==> src/rtl/pdm_sample_sequencer_if.sv <==
// ---------------------------------------------------------------------------
// pdm_sample_sequencer_if
// Producer-to-sequencer sample handshake (valid/ready).
//   sample_in         signed 8-bit audio sample offered by the producer
//   sample_valid_in   producer has a sample on sample_in
//   sample_ready_out  sequencer FIFO can accept a sample this cycle
// master = producer side, slave = sequencer side.
// ---------------------------------------------------------------------------
interface pdm_sample_sequencer_if;

    logic signed [7:0] sample_in;
    logic              sample_valid_in;
    logic              sample_ready_out;

    modport master (
        output sample_in,
        output sample_valid_in,
        input  sample_ready_out
    );

    modport slave (
        input  sample_in,
        input  sample_valid_in,
        output sample_ready_out
    );

endinterface

==> src/rtl/pdm_sample_sequencer.sv <==
// ---------------------------------------------------------------------------
// pdm_sample_sequencer
// Paces audio samples into the 8-bit signed PDM modulator. Samples arrive
// through a valid/ready handshake into a FIFO; the block generates the
// modulator tick strobe and presents one FIFO sample on level_out every
// TICKS_PER_SAMPLE ticks. Handles priming, underrun recovery and
// enable/disable sequencing.
//
// Ports:
//   clk_in          system clock
//   rst_in          synchronous active-high reset
//   enable_in       run request; low = stop, flush FIFO, output silence
//   sample_if       slave side of the sample handshake (sample_in,
//                   sample_valid_in, registered sample_ready_out)
//   tick_out        one-cycle strobe to pdm tick_in
//   level_out       signed level to pdm level_in
//   underrun_out    one-cycle pulse when a sample is due but FIFO is empty
//   fifo_count_out  current FIFO occupancy, 0..FIFO_DEPTH
//   running_out     high while in RUN
//
// Optional feature macro: PDM_SEQ_SLEW_EN
//   Defined: popped samples load a target register and level_out steps
//   toward it by 1 LSB per tick. Undefined: level_out loads the popped
//   sample directly.
// ---------------------------------------------------------------------------
module pdm_sample_sequencer #(
    parameter int unsigned TICK_DIV         = 4,
    parameter int unsigned TICKS_PER_SAMPLE = 32,
    parameter int unsigned FIFO_DEPTH       = 16,
    parameter int unsigned PRIME_LEVEL      = 8
) (
    input  logic                          clk_in,
    input  logic                          rst_in,
    input  logic                          enable_in,
    pdm_sample_sequencer_if.slave         sample_if,
    output logic                          tick_out,
    output logic signed [7:0]             level_out,
    output logic                          underrun_out,
    output logic [$clog2(FIFO_DEPTH):0]   fifo_count_out,
    output logic                          running_out
);

    localparam int unsigned PTR_W  = $clog2(FIFO_DEPTH);
    localparam int unsigned CNT_W  = PTR_W + 1;
    localparam int unsigned DIV_W  = $clog2(TICK_DIV);
    localparam int unsigned SCNT_W = $clog2(TICKS_PER_SAMPLE);

    typedef enum logic [1:0] {
        ST_IDLE  = 2'd0,
        ST_PRIME = 2'd1,
        ST_RUN   = 2'd2
    } state_t;

    state_t state_q;
    state_t state_nxt;

    logic [DIV_W-1:0]  div_q;
    logic [DIV_W-1:0]  div_nxt;
    logic [SCNT_W-1:0] scnt_q;
    logic [SCNT_W-1:0] scnt_nxt;
    logic [PTR_W-1:0]  wr_ptr_q;
    logic [PTR_W-1:0]  wr_ptr_nxt;
    logic [PTR_W-1:0]  rd_ptr_q;
    logic [PTR_W-1:0]  rd_ptr_nxt;
    logic [CNT_W-1:0]  count_q;
    logic [CNT_W-1:0]  count_nxt;
    logic signed [7:0] mem_q [FIFO_DEPTH];
    logic signed [7:0] level_q;
    logic signed [7:0] level_nxt;
    logic              tick_q;
    logic              tick_nxt;
    logic              underrun_q;
    logic              ready_q;
    logic              ready_nxt;
    logic              running_q;

`ifdef PDM_SEQ_SLEW_EN
    logic signed [7:0] target_q;
    logic signed [7:0] target_nxt;
`endif

    logic              push_c;
    logic              pop_slot_c;
    logic              pop_c;
    logic              underrun_c;
    logic              pop_ahead_c;
    logic signed [7:0] head_c;

    // Handshake and pop/underrun decode for the current cycle
    assign head_c     = mem_q[rd_ptr_q];
    assign push_c     = enable_in && sample_if.sample_valid_in && ready_q;
    assign pop_slot_c = enable_in && (state_q == ST_RUN) && tick_q && (scnt_q == '0);
    assign pop_c      = pop_slot_c && (count_q != '0);
    assign underrun_c = pop_slot_c && (count_q == '0);

    // State register
    always_ff @(posedge clk_in) begin
        if (rst_in) begin
            state_q <= ST_IDLE;
        end else begin
            state_q <= state_nxt;
        end
    end

    // Next-state logic; disable overrides every state
    always_comb begin
        state_nxt = state_q;
        if (!enable_in) begin
            state_nxt = ST_IDLE;
        end else begin
            case (state_q)
                ST_IDLE:  state_nxt = ST_PRIME;
                ST_PRIME: if (count_q >= CNT_W'(PRIME_LEVEL)) state_nxt = ST_RUN;
                ST_RUN:   if (underrun_c) state_nxt = ST_PRIME;
                default:  state_nxt = ST_IDLE;
            endcase
        end
    end

    // Datapath next values: FIFO pointers/count, tick divider, sample counter, level
    always_comb begin
        count_nxt   = count_q;
        wr_ptr_nxt  = wr_ptr_q;
        rd_ptr_nxt  = rd_ptr_q;
        div_nxt     = '0;
        scnt_nxt    = '0;
        level_nxt   = level_q;
`ifdef PDM_SEQ_SLEW_EN
        target_nxt  = target_q;
`endif
        tick_nxt    = 1'b0;
        pop_ahead_c = 1'b0;
        ready_nxt   = 1'b1;

        if (!enable_in) begin
            // Flush wins over any push; output goes silent immediately
            count_nxt  = '0;
            wr_ptr_nxt = '0;
            rd_ptr_nxt = '0;
            level_nxt  = '0;
`ifdef PDM_SEQ_SLEW_EN
            target_nxt = '0;
`endif
        end else begin
            if (push_c) wr_ptr_nxt = wr_ptr_q + PTR_W'(1);
            if (pop_c)  rd_ptr_nxt = rd_ptr_q + PTR_W'(1);

            case ({push_c, pop_c})
                2'b10:   count_nxt = count_q + CNT_W'(1);
                2'b01:   count_nxt = count_q - CNT_W'(1);
                default: count_nxt = count_q;
            endcase

            // Divider free-runs through PRIME and RUN; cleared on the way out of IDLE
            if (state_q != ST_IDLE) begin
                div_nxt = (div_q == DIV_W'(TICK_DIV - 1)) ? '0 : div_q + DIV_W'(1);
            end

            // Sample counter only advances in RUN; underrun restarts it at 0
            if ((state_q == ST_RUN) && !underrun_c) begin
                scnt_nxt = scnt_q;
                if (tick_q) begin
                    scnt_nxt = (scnt_q == SCNT_W'(TICKS_PER_SAMPLE - 1))
                             ? '0 : scnt_q + SCNT_W'(1);
                end
            end

`ifdef PDM_SEQ_SLEW_EN
            if (pop_c) begin
                target_nxt = head_c;
            end else if (underrun_c) begin
                target_nxt = '0;
            end
            // Single-LSB step toward the (possibly just updated) target per tick
            if (tick_q) begin
                if (level_q < target_nxt) begin
                    level_nxt = level_q + 8'sd1;
                end else if (level_q > target_nxt) begin
                    level_nxt = level_q - 8'sd1;
                end
            end
`else
            if (pop_c) begin
                level_nxt = head_c;
            end else if (underrun_c) begin
                level_nxt = '0;
            end
`endif
        end

        tick_nxt = (state_nxt != ST_IDLE) && (div_nxt == DIV_W'(TICK_DIV - 1));

        // Ready stays high at full when the coming cycle pops, so push+pop at full is accepted
        pop_ahead_c = (state_nxt == ST_RUN) && tick_nxt && (scnt_nxt == '0) && (count_nxt != '0);
        ready_nxt   = (count_nxt != CNT_W'(FIFO_DEPTH)) || pop_ahead_c;
    end

    // Datapath and output registers
    always_ff @(posedge clk_in) begin
        if (rst_in) begin
            div_q      <= '0;
            scnt_q     <= '0;
            wr_ptr_q   <= '0;
            rd_ptr_q   <= '0;
            count_q    <= '0;
            level_q    <= '0;
            tick_q     <= 1'b0;
            underrun_q <= 1'b0;
            ready_q    <= 1'b1;
            running_q  <= 1'b0;
`ifdef PDM_SEQ_SLEW_EN
            target_q   <= '0;
`endif
        end else begin
            div_q      <= div_nxt;
            scnt_q     <= scnt_nxt;
            wr_ptr_q   <= wr_ptr_nxt;
            rd_ptr_q   <= rd_ptr_nxt;
            count_q    <= count_nxt;
            level_q    <= level_nxt;
            tick_q     <= tick_nxt;
            underrun_q <= underrun_c;
            ready_q    <= ready_nxt;
            running_q  <= (state_nxt == ST_RUN);
`ifdef PDM_SEQ_SLEW_EN
            target_q   <= target_nxt;
`endif
        end
    end

    // Sample storage; contents need no reset since count gates every read
    always_ff @(posedge clk_in) begin
        if (!rst_in && push_c) begin
            mem_q[wr_ptr_q] <= sample_if.sample_in;
        end
    end

    assign sample_if.sample_ready_out = ready_q;
    assign tick_out                   = tick_q;
    assign level_out                  = level_q;
    assign underrun_out               = underrun_q;
    assign fifo_count_out             = count_q;
    assign running_out                = running_q;

endmodule

==> src/flat_wrapper.sv <==
// flat-port wrapper written by rule: the top's interface ports become plain ports
module pdm_sample_sequencer_flat 
#(
    parameter int unsigned TICK_DIV         = 4,
    parameter int unsigned TICKS_PER_SAMPLE = 32,
    parameter int unsigned FIFO_DEPTH       = 16,
    parameter int unsigned PRIME_LEVEL      = 8
)
  (clk_in, rst_in, enable_in, tick_out, level_out, underrun_out, fifo_count_out, running_out, sample_if_sample_in, sample_if_sample_valid_in, sample_if_sample_ready_out);
  pdm_sample_sequencer_if sample_if_i ();
  input  logic clk_in;
  input  logic rst_in;
  input  logic enable_in;
  output logic tick_out;
  output logic signed [7:0] level_out;
  output logic underrun_out;
  output logic [$clog2(FIFO_DEPTH):0] fifo_count_out;
  output logic running_out;
  input wire logic [$bits(sample_if_i.sample_in)-1:0] sample_if_sample_in;
  input wire logic [$bits(sample_if_i.sample_valid_in)-1:0] sample_if_sample_valid_in;
  output wire logic [$bits(sample_if_i.sample_ready_out)-1:0] sample_if_sample_ready_out;
  assign sample_if_i.sample_in = sample_if_sample_in;
  assign sample_if_i.sample_valid_in = sample_if_sample_valid_in;
  assign sample_if_sample_ready_out = sample_if_i.sample_ready_out;
  pdm_sample_sequencer #(.TICK_DIV(TICK_DIV), .TICKS_PER_SAMPLE(TICKS_PER_SAMPLE), .FIFO_DEPTH(FIFO_DEPTH), .PRIME_LEVEL(PRIME_LEVEL)) u_core (.clk_in(clk_in), .rst_in(rst_in), .enable_in(enable_in), .sample_if(sample_if_i), .tick_out(tick_out), .level_out(level_out), .underrun_out(underrun_out), .fifo_count_out(fifo_count_out), .running_out(running_out));
endmodule
==> config.mk <==
export PLATFORM = sky130hd
export DESIGN_NAME = pdm_sample_sequencer_flat
export DESIGN_NICKNAME = d
export VERILOG_FILES = /design/src/rtl/pdm_sample_sequencer_if.sv /design/src/rtl/pdm_sample_sequencer.sv /design/src/flat_wrapper.sv
export SDC_FILE = /design/constraint.sdc
export NUM_CORES = 1
export LEC_CHECK = 0
export BUFFER_PORTS_ARGS = -buffer_cell sky130_fd_sc_hd__buf_2
export CAP_MARGIN = 40
export CELL_PAD_IN_SITES_DETAIL_PLACEMENT = 0
export CELL_PAD_IN_SITES_GLOBAL_PLACEMENT = 2
export CORE_ASPECT_RATIO = 1.1
export CORE_MARGIN = 4
export CORE_UTILIZATION = 50
export DETAILED_ROUTE_END_ITERATION = 10
export PLACE_DENSITY = 0.84
export SLEW_MARGIN = 20
export SYNTH_ARGS = -nofsm -noshare
export SYNTH_HDL_FRONTEND = slang
export SYNTH_SLANG_ARGS = --single-unit
==> constraint.sdc <==
create_clock -name clk_in -period 9.2 [get_ports clk_in]
set_clock_uncertainty 0.05 [all_clocks]
set_input_delay 0.46 -clock clk_in [delete_from_list [all_inputs] [get_ports clk_in]]
set_output_delay 0.46 -clock clk_in [all_outputs]
set_load 0.005 [all_outputs]
# == After elaboration in Yosys (flattened, before gate mapping) ==
# Memory sizes are Yosys's and may differ from the RTL's. A register that Yosys moved wholly into a read port is not among the register bits.
# Cells that the tools add are included.
# word_totals
regBits,34
latch_bits,0
ram_bits,128
rom_bits,0
input_bits,12
out_inout_bits,17
elab_cells,74
n_memories,1
# mem_list
name,depth,width,rd,rd_clocked_by_memory_dff,wr,line,source
u_core.mem_q,16,8,1,1,1,pdm_sample_sequencer.sv:67,logic signed [7:0] mem_q [FIFO_DEPTH];
# op_classes
add_sub_neg,6
multipliers,0
div_mod_pow,0
magnitude_cmp,1
n_eq_ne,9
shifts,0
muxes,19
bitwise_logic,1
reduce_logical,26
# ops
operator,n
$mux 5,5
$mux 8,2
$logic_not 5->1,3
$logic_and 1x1->1,13
$mux 2,6
$add 5x1->5 const B,2
$eq 2x2->1 const B,5
$pmux 5 s2,1
$reduce_bool 5->1,2
$add 4x1->4 const B,2
$mux 4,2
$pmux 2 s3,1
$reduce_bool 2->1,3
$eq 5x5->1 const B,1
$ge 5x4->1 const B,1
$ne 5x5->1 const B,1
$sub 5x1->5 const B,1
$eq 2x1->1 const B,2
$add 2x1->2 const B,1
$logic_not 1->1,2
$logic_not 2->1,1
$mux 1,2
$reduce_or 2->1,1
$logic_or 1x1->1,1
$not 1->1,1

# == Longest topological paths before layout ==
# Gate-level depths: netlist of run 1.
# depth
word_depth,14
ltp_mapped,14
depth_no_buf,12

# == Least setup slack after synthesis of run 1 ==
# No wires, ideal clock.
# synth_path
path_kind,flip-flop to flip-flop
start,reg u_core.scnt_q[3]
end,"reg u_core.ready_q, in the netlist u_core.sample_if.sample_ready_out"
setup_time_ns,0.130
arrival_time_ns,2.707
required_ns,9.020
path_slack_ns,6.314
stages_incl_launch_ff,14
path_buffers,2
synth_period_minus_slack_ns,2.886
path_cell_list,dfxtp_1 > nor4b_1 > nand3_1 > nor2_1 > buf_2 > ha_1 > clkbuf_1 > xor2_1 > ha_1 > and3b_1 > o21ai_0 > a21oi_1 > mux2i_1 > nand4b_1
# synth_between
word_cells_on_any_way,29
classes_between,1 x add/sub; 5 x eq/ne; 9 x mux; 14 x reduce/logical
# synth_lines
item,line,source
"start, declared",pdm_sample_sequencer.sv:59,logic [SCNT_W-1:0] scnt_q;
"start signal, assigned",pdm_sample_sequencer.sv:216,scnt_q <= scnt_nxt;
$logic_not 5->1 (*),pdm_sample_sequencer.sv:92,assign pop_slot_c = enable_in && (state_q == ST_RUN) && tick_q && (scnt_q == '0);
$logic_and 1x1->1 (*),pdm_sample_sequencer.sv:92,
$logic_and 1x1->1 (*),pdm_sample_sequencer.sv:93,assign pop_c = pop_slot_c && (count_q != '0);
via u_core.pop_c,pdm_sample_sequencer.sv:84,logic pop_c;
$eq 2x1->1 or $eq 2x2->1 (tied branches),pdm_sample_sequencer.sv:148,"case ({push_c, pop_c})"
$pmux 5 s2 (*),pdm_sample_sequencer.sv:148,
$mux 5 (*),pdm_sample_sequencer.sv:135,if (!enable_in) begin
$reduce_bool 5->1,pdm_sample_sequencer.sv:194,pop_ahead_c = (state_nxt == ST_RUN) && tick_nxt && (scnt_nxt == '0) && (count_nxt != '0);
$logic_and 1x1->1,pdm_sample_sequencer.sv:194,
$logic_or 1x1->1 (*),pdm_sample_sequencer.sv:195,ready_nxt = (count_nxt != CNT_W'(FIFO_DEPTH)) || pop_ahead_c;
"end signal, assigned",pdm_sample_sequencer.sv:223,ready_q <= ready_nxt;
"end, declared",pdm_sample_sequencer.sv:73,logic ready_q;
# Mark *: on every way through the listed nets, which the timed path passes. The rest lies on a longest branch.
# A chain may end at the register's enable or synchronous reset.

# == Worst setup path in the final report of run 1 ==
# layout_path
start,"reg u_core.tick_q, in the netlist u_core.tick_out"
end,"reg u_core.ready_q, in the netlist u_core.sample_if.sample_ready_out"
# layout_between
elab_chain_len,12
word_cells_on_any_way,26
classes_between,4 x eq/ne; 8 x mux; 14 x reduce/logical
# layout_lines
item,line,source
"start, declared",pdm_sample_sequencer.sv:70,logic tick_q;
"start signal, assigned",pdm_sample_sequencer.sv:221,tick_q <= tick_nxt;
$logic_and 1x1->1 (2 in series),pdm_sample_sequencer.sv:92,
$logic_and 1x1->1,pdm_sample_sequencer.sv:94,assign underrun_c = pop_slot_c && (count_q == '0);
$mux 2,pdm_sample_sequencer.sv:114,ST_RUN: if (underrun_c) state_nxt = ST_PRIME;
$pmux 2 s3,pdm_sample_sequencer.sv:111,case (state_q)
$mux 2,pdm_sample_sequencer.sv:108,if (!enable_in) begin
$reduce_bool 2->1,pdm_sample_sequencer.sv:191,tick_nxt = (state_nxt != ST_IDLE) && (div_nxt == DIV_W'(TICK_DIV - 1));
$logic_and 1x1->1,pdm_sample_sequencer.sv:191,
$logic_and 1x1->1 (3 in series),pdm_sample_sequencer.sv:194,
$logic_or 1x1->1 (*),pdm_sample_sequencer.sv:195,
# Every way passes the cells marked *; elsewhere a longest branch is shown, timed or not.

==> results_dict.tcl, run 1 <==
set metrics [dict create \
    rsz0062_at_grt "no" \
    crit_required_ns 9.44 \
    relSlewSlack_pct 45.7 \
    reg2reg_depth 11 \
    placed_cells 563 \
    seq_area_um2 4610 \
    crit_chain "nor4b_1 -> nand3_1 -> nor2_1 -> ha_1 -> xor2_1 -> ha_1 -> and3b_1 -> o21ai_0 -> a21oi_1 -> mux2i_1 -> nand4b_1" \
    dpl-instance-area_um2 7020 \
    area_growth_pct 14.6 \
    fin_crit_sh_pct 39.1 \
    post-cts-setup-buffers 0 \
    fp.coreArea_um2 13200 \
    fmax_ghz 0.278 \
    cts_hold_buf 0 \
    status "completed" \
    vias 3497 \
    crit_arrival_ns 3.84 \
    leakage_nw 2.62 \
    ys_async_sr_fraction_pct 0 \
    yosysSeqAreaShare_pct 68.3 \
    finalWirelength_um 12400 \
    setup.worst_path.class "reg -> reg" \
    clkLatencyLatePin_ns 0.42 \
    initial_core_util_pct 51.0 \
    num-fill-cells 987 \
    ir_worst_vdd_mv 0.160 \
    grt_pass1_vias 3461 \
    drc 0 \
    critPathSlowestCell "nor2_1" \
    hp-class "in -> reg" \
    io_pins 29 \
    routedWlPerCell_um 20.4 \
    place_hpwl_um 8210 \
    vias_per_cell 5.76 \
    cap_violations 0 \
    gp_congestion 0.803 \
    grt_max_degree 33 \
    layout-drive-gt1-share_pct 20.6 \
    die_x_um 119 \
    synth_edf_count 128 \
    synth.net_count 414 \
    avgSynthCellArea_um2 17.3 \
    end_kind "flip-flop" \
    final_cells 607 \
    clockBufferDepth 2 \
    clock-sinks 166 \
    cts.htree.levels 4 \
    grt_overflow 0 \
    final_nets 457 \
    most-common-layout-cells "128 x edfxtp_1, 43 x nor2_1, 36 x dfxtp_1" \
    fin_tns_setup_ns 0 \
    syn-instance-count 390 \
    drt_iter0_drc 255 \
    antenna_found_initial 0 \
    fin_total_pwr_w 0.00156 \
    cts_resized 0 \
    worstPathMaxFanout 12 \
    root_buffer "clkbuf_16" \
    finalHoldViolCount 0 \
    final_cell_area_um2 7720 \
    startpoint_type "flip-flop" \
    post-route-min-period_ns 3.60 \
    hold_depth 3 \
    dr.pass1.iters 5 \
    clk_pin_slew_ns 0.06 \
    cts_made_buffers 17 \
    p_per_area_nw_per_um2 201 \
    synth_cell_types 42 \
    worstMarginPinSlew_ns 0.812 \
    max_stage_delay_ns 0.63 \
    final_common_cell "edfxtp_1" \
    multi_input_area_um2 2010 \
    cpMostUsedCell "ha_1" \
    syn_area_um2 6740 \
    drv_slew 0 \
    synth_seq_cells 166 \
    grt_usage_pct 17.0 \
    ys.warnings.count 0 \
    io_buffers 28 \
    n_antenna_cell 0 \
    cts_tree "yes" \
    die_h_um 130 \
    ant_nets 0 \
    dieArea_um2 15400 \
    setup_viol 0 \
    rows 44 \
    synth-main-ff-cell "edfxtp_1" \
    grt_pass1_wl_um 19400 \
]
path summary, 6_finish.rpt:
kind         slack (ns)           startpoint                           endpoint
max                5.60      u_core.tick_out  u_core.sample_if.sample_ready_out
min                0.32            enable_in                    u_core.div_q[1]
max reg2reg        5.60      u_core.tick_out  u_core.sample_if.sample_ready_out
min reg2reg        0.44  u_core.level_out[7]                u_core.level_out[7]
stage by stage:
stage / setup WS, ns / utilization, % / hold slack, ns
global placement: 5.65 / 52.8 / 0.428
global route: 5.09 / 58.5 / 0.326
CTS: 5.54 / 57.6 / 0.301
detailed placement: 5.58 / 53.1 / 0.429
finish: 5.60 / 58.5 / 0.320
floorplan: 6.31 / - / 0.416
registers in the layout, indices dropped and copies added (netlist names), named ones only:
name                               cells
u_core.mem_q                         128
u_core.level_out                       8
u_core.fifo_count_out                  5
u_core.scnt_q                          5
u_core.rd_ptr_q                        4
u_core.wr_ptr_q                        4
u_core.div_q                           2
u_core.state_q                         2
u_core.running_out                     1
u_core.sample_if.sample_ready_out      1
u_core.tick_out                        1
u_core.underrun_out                    1
synth_stat cells, types with 4 or more instances:
master	number	area share [%]
edfxtp_1	128	57
mux4_1	22	8.6
a32o_1	8	1.2
nand2b_1	5	0.46
o21ai_0	7	0.52
and3_1	5	0.46
ha_1	12	2.2
xor2_1	5	0.65
nand2_1	10	0.56
buf_1	4	0.22
xnor2_1	7	0.91
dfxtp_1	38	11
mux4_2	18	6.0
nor3_1	4	0.30
inv_1	7	0.39
clkbuf_1	10	0.56
a21oi_1	10	0.74
mux2i_1	4	0.59
nor2_1	43	2.4
buf_6	4	0.67
worst max-delay path, delay by kind of cell, from the launching register on:
kind / cells / cell delay [ns]
DFF: 1 / 0.54
AOI/OAI and AO/OA: 2 / 0.25
and+or+nand+nor: 5 / 1.58
muxes: 1 / 0.24
adders and majority gates: 2 / 0.65
xor gates and xnor gates: 1 / 0.18
per-layer routing:
metal | GRT usage (%) | share of wire, %
met1 | 23.5 | 45
met2 | 26.9 | 50
met3 | 4.29 | 4.3
met4 | 5.73 | 1.2
met5 | 0 | 0
power breakdown:
group | total [W] | switching (W) | internal (W) | leakage, nW
clock | 0.000722 | 0.000268 | 0.000453 | 0.289
combinational | 0.0000240 | 0.0000171 | 0.00000693 | 0.869
sequential | 0.000809 | 0.00000130 | 0.000808 | 1.46
total | 0.00156 | 0.000287 | 0.00127 | 2.62
area by class of cell:
class                   count  share of cell area [%]
multi-input cells         198                    26.0
inverters                   7                   0.340
well taps                 161                    2.61
clock buffers              23                    5.80
repair buffers             43                    3.69
clock inverters             9                    1.94
flip-flops and latches    166                    59.6
cells by family (layout without fill, tap and decap cells):
logic type,count (synthesis),count (layout),share of synthesized area [%]
flip-flops,166,166,68.3
AND/OR/NAND/NOR,95,95,7.09
multiplexers,45,45,15.4
AO/OA/AOI/OAI,34,34,3.53
buffers and inverters,26,82,1.91
adder cells (fa/ha/maj),12,12,2.23
XOR/XNOR,12,12,1.56
No activity file was read; power rests on OpenSTA's default activity.
==> run 2, diff against run 1 <==
--- a/config.mk
+++ b/config.mk
@@ -5,15 +5,16 @@
 export SDC_FILE = /design/constraint.sdc
 export NUM_CORES = 1
 export LEC_CHECK = 0
+export ABC_AREA = 1
 export BUFFER_PORTS_ARGS = -buffer_cell sky130_fd_sc_hd__buf_2
 export CAP_MARGIN = 40
 export CELL_PAD_IN_SITES_DETAIL_PLACEMENT = 0
 export CELL_PAD_IN_SITES_GLOBAL_PLACEMENT = 2
 export CORE_ASPECT_RATIO = 1.1
 export CORE_MARGIN = 4
-export CORE_UTILIZATION = 50
+export CORE_UTILIZATION = 37
 export DETAILED_ROUTE_END_ITERATION = 10
-export PLACE_DENSITY = 0.84
+export PLACE_DENSITY = 0.76
 export SLEW_MARGIN = 20
 export SYNTH_ARGS = -nofsm -noshare
 export SYNTH_HDL_FRONTEND = slang
==> constraint.sdc (replaced) <==
create_clock -name clk_in -period 3.1 [get_ports clk_in]
set_clock_uncertainty 0.05 [all_clocks]
set_input_delay 0.155 -clock clk_in [delete_from_list [all_inputs] [get_ports clk_in]]
set_output_delay 0.155 -clock clk_in [all_outputs]
set_load 0.005 [all_outputs]
==> run 2 against run 1 <==
Net effect:
- non-clock buffer count grew 9
- die area rose by 38%
- core utilization is 15 points lower
- via count grew 38%
==> results_dict.tcl, run 2 <==
set metrics [dict create \
    finalHoldViolCount 0 \
    reg2reg_depth 19 \
    status "completed" \
    post-route-min-period_ns 2.66 \
    hold_end "u_core.state_q[0]" \
    grt_usage_pct 15.9 \
    cap_violations 0 \
    die_h_um 152 \
    crit_arrival_ns 2.93 \
    ys.warnings.count 0 \
    end_kind "flip-flop" \
    grt_pass1_vias 4871 \
    drc 0 \
    finalWirelength_um 16500 \
    initial_core_util_pct 37.9 \
    r2r_setup_slack_ns 0.44 \
    drv_slew 0 \
    utilization_pct 43.8 \
    dr_wl_met2_um 8240 \
    io_pins 29 \
    antenna_found_initial 0 \
    crit_buf_inv 5 \
    drt_iter0_drc 269 \
    synth_seq_cells 166 \
    hp-class "in -> reg" \
    setup_viol 0 \
    fin_tns_setup_ns 0 \
    fmax_ghz 0.375 \
    vias 4828 \
    synth_top_area_share_pct 54.9 \
    routedWlPerCell_um 17.0 \
    dpl_worst_slack_ns 0.440 \
    vias_per_cell 4.96 \
    regMostFlops "u_core.mem_q" \
    dr.pass1.iters 4 \
    n_antenna_cell 0 \
    yosys-top-cells-count "181 x nand2_1, 143 x nand3_1, 128 x edfxtp_1, 44 x nor2_1, 38 x dfxtp_1" \
    met3WireLength_um 612 \
    most-common-layout-cells "181 x nand2_1, 143 x nand3_1, 128 x edfxtp_1" \
    syn_area_um2 7000 \
    grt_pass1_wl_um 26300 \
    post-cts-setup-buffers 0 \
    ys_async_sr_fraction_pct 0 \
    gp_congestion 0.760 \
    layout-drive-gt1-share_pct 14.0 \
    hold_depth 3 \
    clock-sinks 166 \
    ant_nets 0 \
    fin_ws_ns 0.435 \
    synth_cell_types 28 \
    setup.worst_path.class "reg -> reg" \
    die_x_um 139 \
    num-fill-cells 1759 \
    wl_met1_um 7330 \
    routed.top_layer "met4" \
    syn-instance-count 675 \
    p_per_area_nw_per_um2 568 \
    final_common_cell "nand2_1" \
    worstHoldStart "enable_in" \
    clk_pin_slew_ns 0.06 \
    area_growth_pct 15.6 \
    synth_area_leaders "edfxtp_1 55%, dfxtp_1 11%, nand3_1 10%" \
    cts.htree.levels 4 \
    reg2reg_from "u_core.scnt_q[0]" \
    grt_overflow 0 \
    max_stage_delay_ns 0.33 \
    yosysSeqAreaShare_pct 65.8 \
    crit_required_ns 3.36 \
    fp.coreArea_um2 18500 \
    synth_edf_count 128 \
    cts_resized 0 \
    synth_most_common_cell "nand2_1" \
    dieArea_um2 21200 \
    crit_family "simple AND/OR/NAND/NOR gates" \
    synth-main-ff-cell "edfxtp_1" \
    clkLatencyLatePin_ns 0.42 \
    holdWs_ns 0.0529 \
    root_buffer "clkbuf_16" \
    synth_largest_area_cell "edfxtp_1" \
    cts_hold_buf 0 \
    grt_max_degree 65 \
    avgSynthCellArea_um2 10.4 \
    relSlewSlack_pct 50.7 \
    r2r-end "u_core.sample_if.sample_ready_out" \
    place_hpwl_um 10600 \
    leakage_nw 3.03 \
    startpoint_type "flip-flop" \
    clockBufferDepth 2 \
    critPathSlowestCell "dfxtp_1" \
    worstMarginPinSlew_ns 0.739 \
    final_nets 743 \
    cts_tree "yes" \
    io_buffers 28 \
    synth.net_count 699 \
    largest_reg_flops 128 \
    worstPathMaxFanout 9 \
    cts_made_buffers 17 \
    rows 52 \
    fin_crit_sh_pct 86.0 \
    dpl-instance-area_um2 7500 \
    crit_chain "inv_1 -> ha_1 -> nand2_1 -> inv_1 -> nand2_4 -> nor2_8 -> inv_4 -> nor2_8 -> ha_1 -> nand2_1 -> inv_1 -> nor2_1 -> ha_1 -> o21ai_0 -> nand2_1 -> inv_1 -> nand2_1 -> a21oi_1 -> nand3_1" \
    rsz0062_at_grt "no" \
    final_cell_area_um2 8090 \
    ir_worst_vdd_mv 0.398 \
]
## run 2: cell count changes in the layout (fill, tap and decap cells not counted), moves of 6 or more
cell | before | now
mux4_1 | 22 | 0
inv_1 | 7 | 32
mux4_2 | 18 | 0
inv_2 | 0 | 6
a21oi_1 | 10 | 27
xnor2_1 | 7 | 1
nand2_1 | 10 | 181
buf_4 | 13 | 24
a32o_1 | 8 | 0
nand3_1 | 3 | 143
## run 2: worst max path at each step
stage                startpoint                           endpoint  slack, ns  cells after the start
5_1_grt        u_core.scnt_q[1]  u_core.sample_if.sample_ready_out       0.04                     19
2_1_floorplan  u_core.scnt_q[0]  u_core.sample_if.sample_ready_out       0.70                     23
4_1_cts        u_core.scnt_q[0]  u_core.sample_if.sample_ready_out       0.42                     19
6_report       u_core.scnt_q[0]  u_core.sample_if.sample_ready_out       0.44                     19
3_5_place_dp   u_core.scnt_q[0]  u_core.sample_if.sample_ready_out       0.44                     19
3_3_place_gp   u_core.scnt_q[0]  u_core.sample_if.sample_ready_out       0.48                     23
## run 2: where the power goes
| group | internal, W | switching (W) |
|---|---|---|
| Sequential | 0.00240 | 0.00000525 |
| Clock | 0.00126 | 0.000836 |
| Combinational | 0.0000238 | 0.0000731 |
| Total | 0.00368 | 0.000914 |
## run 2: final cells by class
type / count / area, um^2 / share of cell area, %
inverter: 41 / 159 / 1.96
clock buffer: 18 / 429 / 5.31
clock inverter: 13 / 156 / 1.93
tap: 243 / 304 / 3.76
sequential: 166 / 4610 / 56.9
multi-input combinational: 441 / 2110 / 26.1
timing repair buffer: 52 / 320 / 3.96
## run 2: per-layer routing
| layer | vias up | global-route usage, % |
|---|---|---|
| met5 | - | 0 |
| met4 | 0 | 5.68 |
| met3 | 23 | 3.23 |
| met2 | 106 | 27.1 |
| met1 | 2294 | 20.0 |
| li1 | 2405 | - |
## run 2: kinds of logic (layout without fill, tap and decap cells)
family	count (synthesis)	in the layout	share of synthesized area (%)
and+or+nand+nor	388	388	25.0
DFF	166	166	65.8
AOI/OAI and AO/OA	40	40	2.95
buffers and inverters	68	124	4.00
xor gates and xnor gates	1	1	0.125
adders and majority gates	12	12	2.15
## run 2: worst min-delay path: cells and delay by family
| kind | cells | cell delay, ns |
|---|---|---|
| AOI/OAI and AO/OA | 1 | 0.10 |
| buffers and inverters | 1 | 0.17 |
| and+or+nand+nor | 1 | 0.05 |
## run 2: per-stage QoR
stage / cells / power [W]
finish: 974 / 0.00460
global route: 974 / 0.00475
CTS: 974 / 0.00464
detailed placement: 943 / 0.00255
global placement: 943 / 0.00255
floorplan: 675 / 0.00250
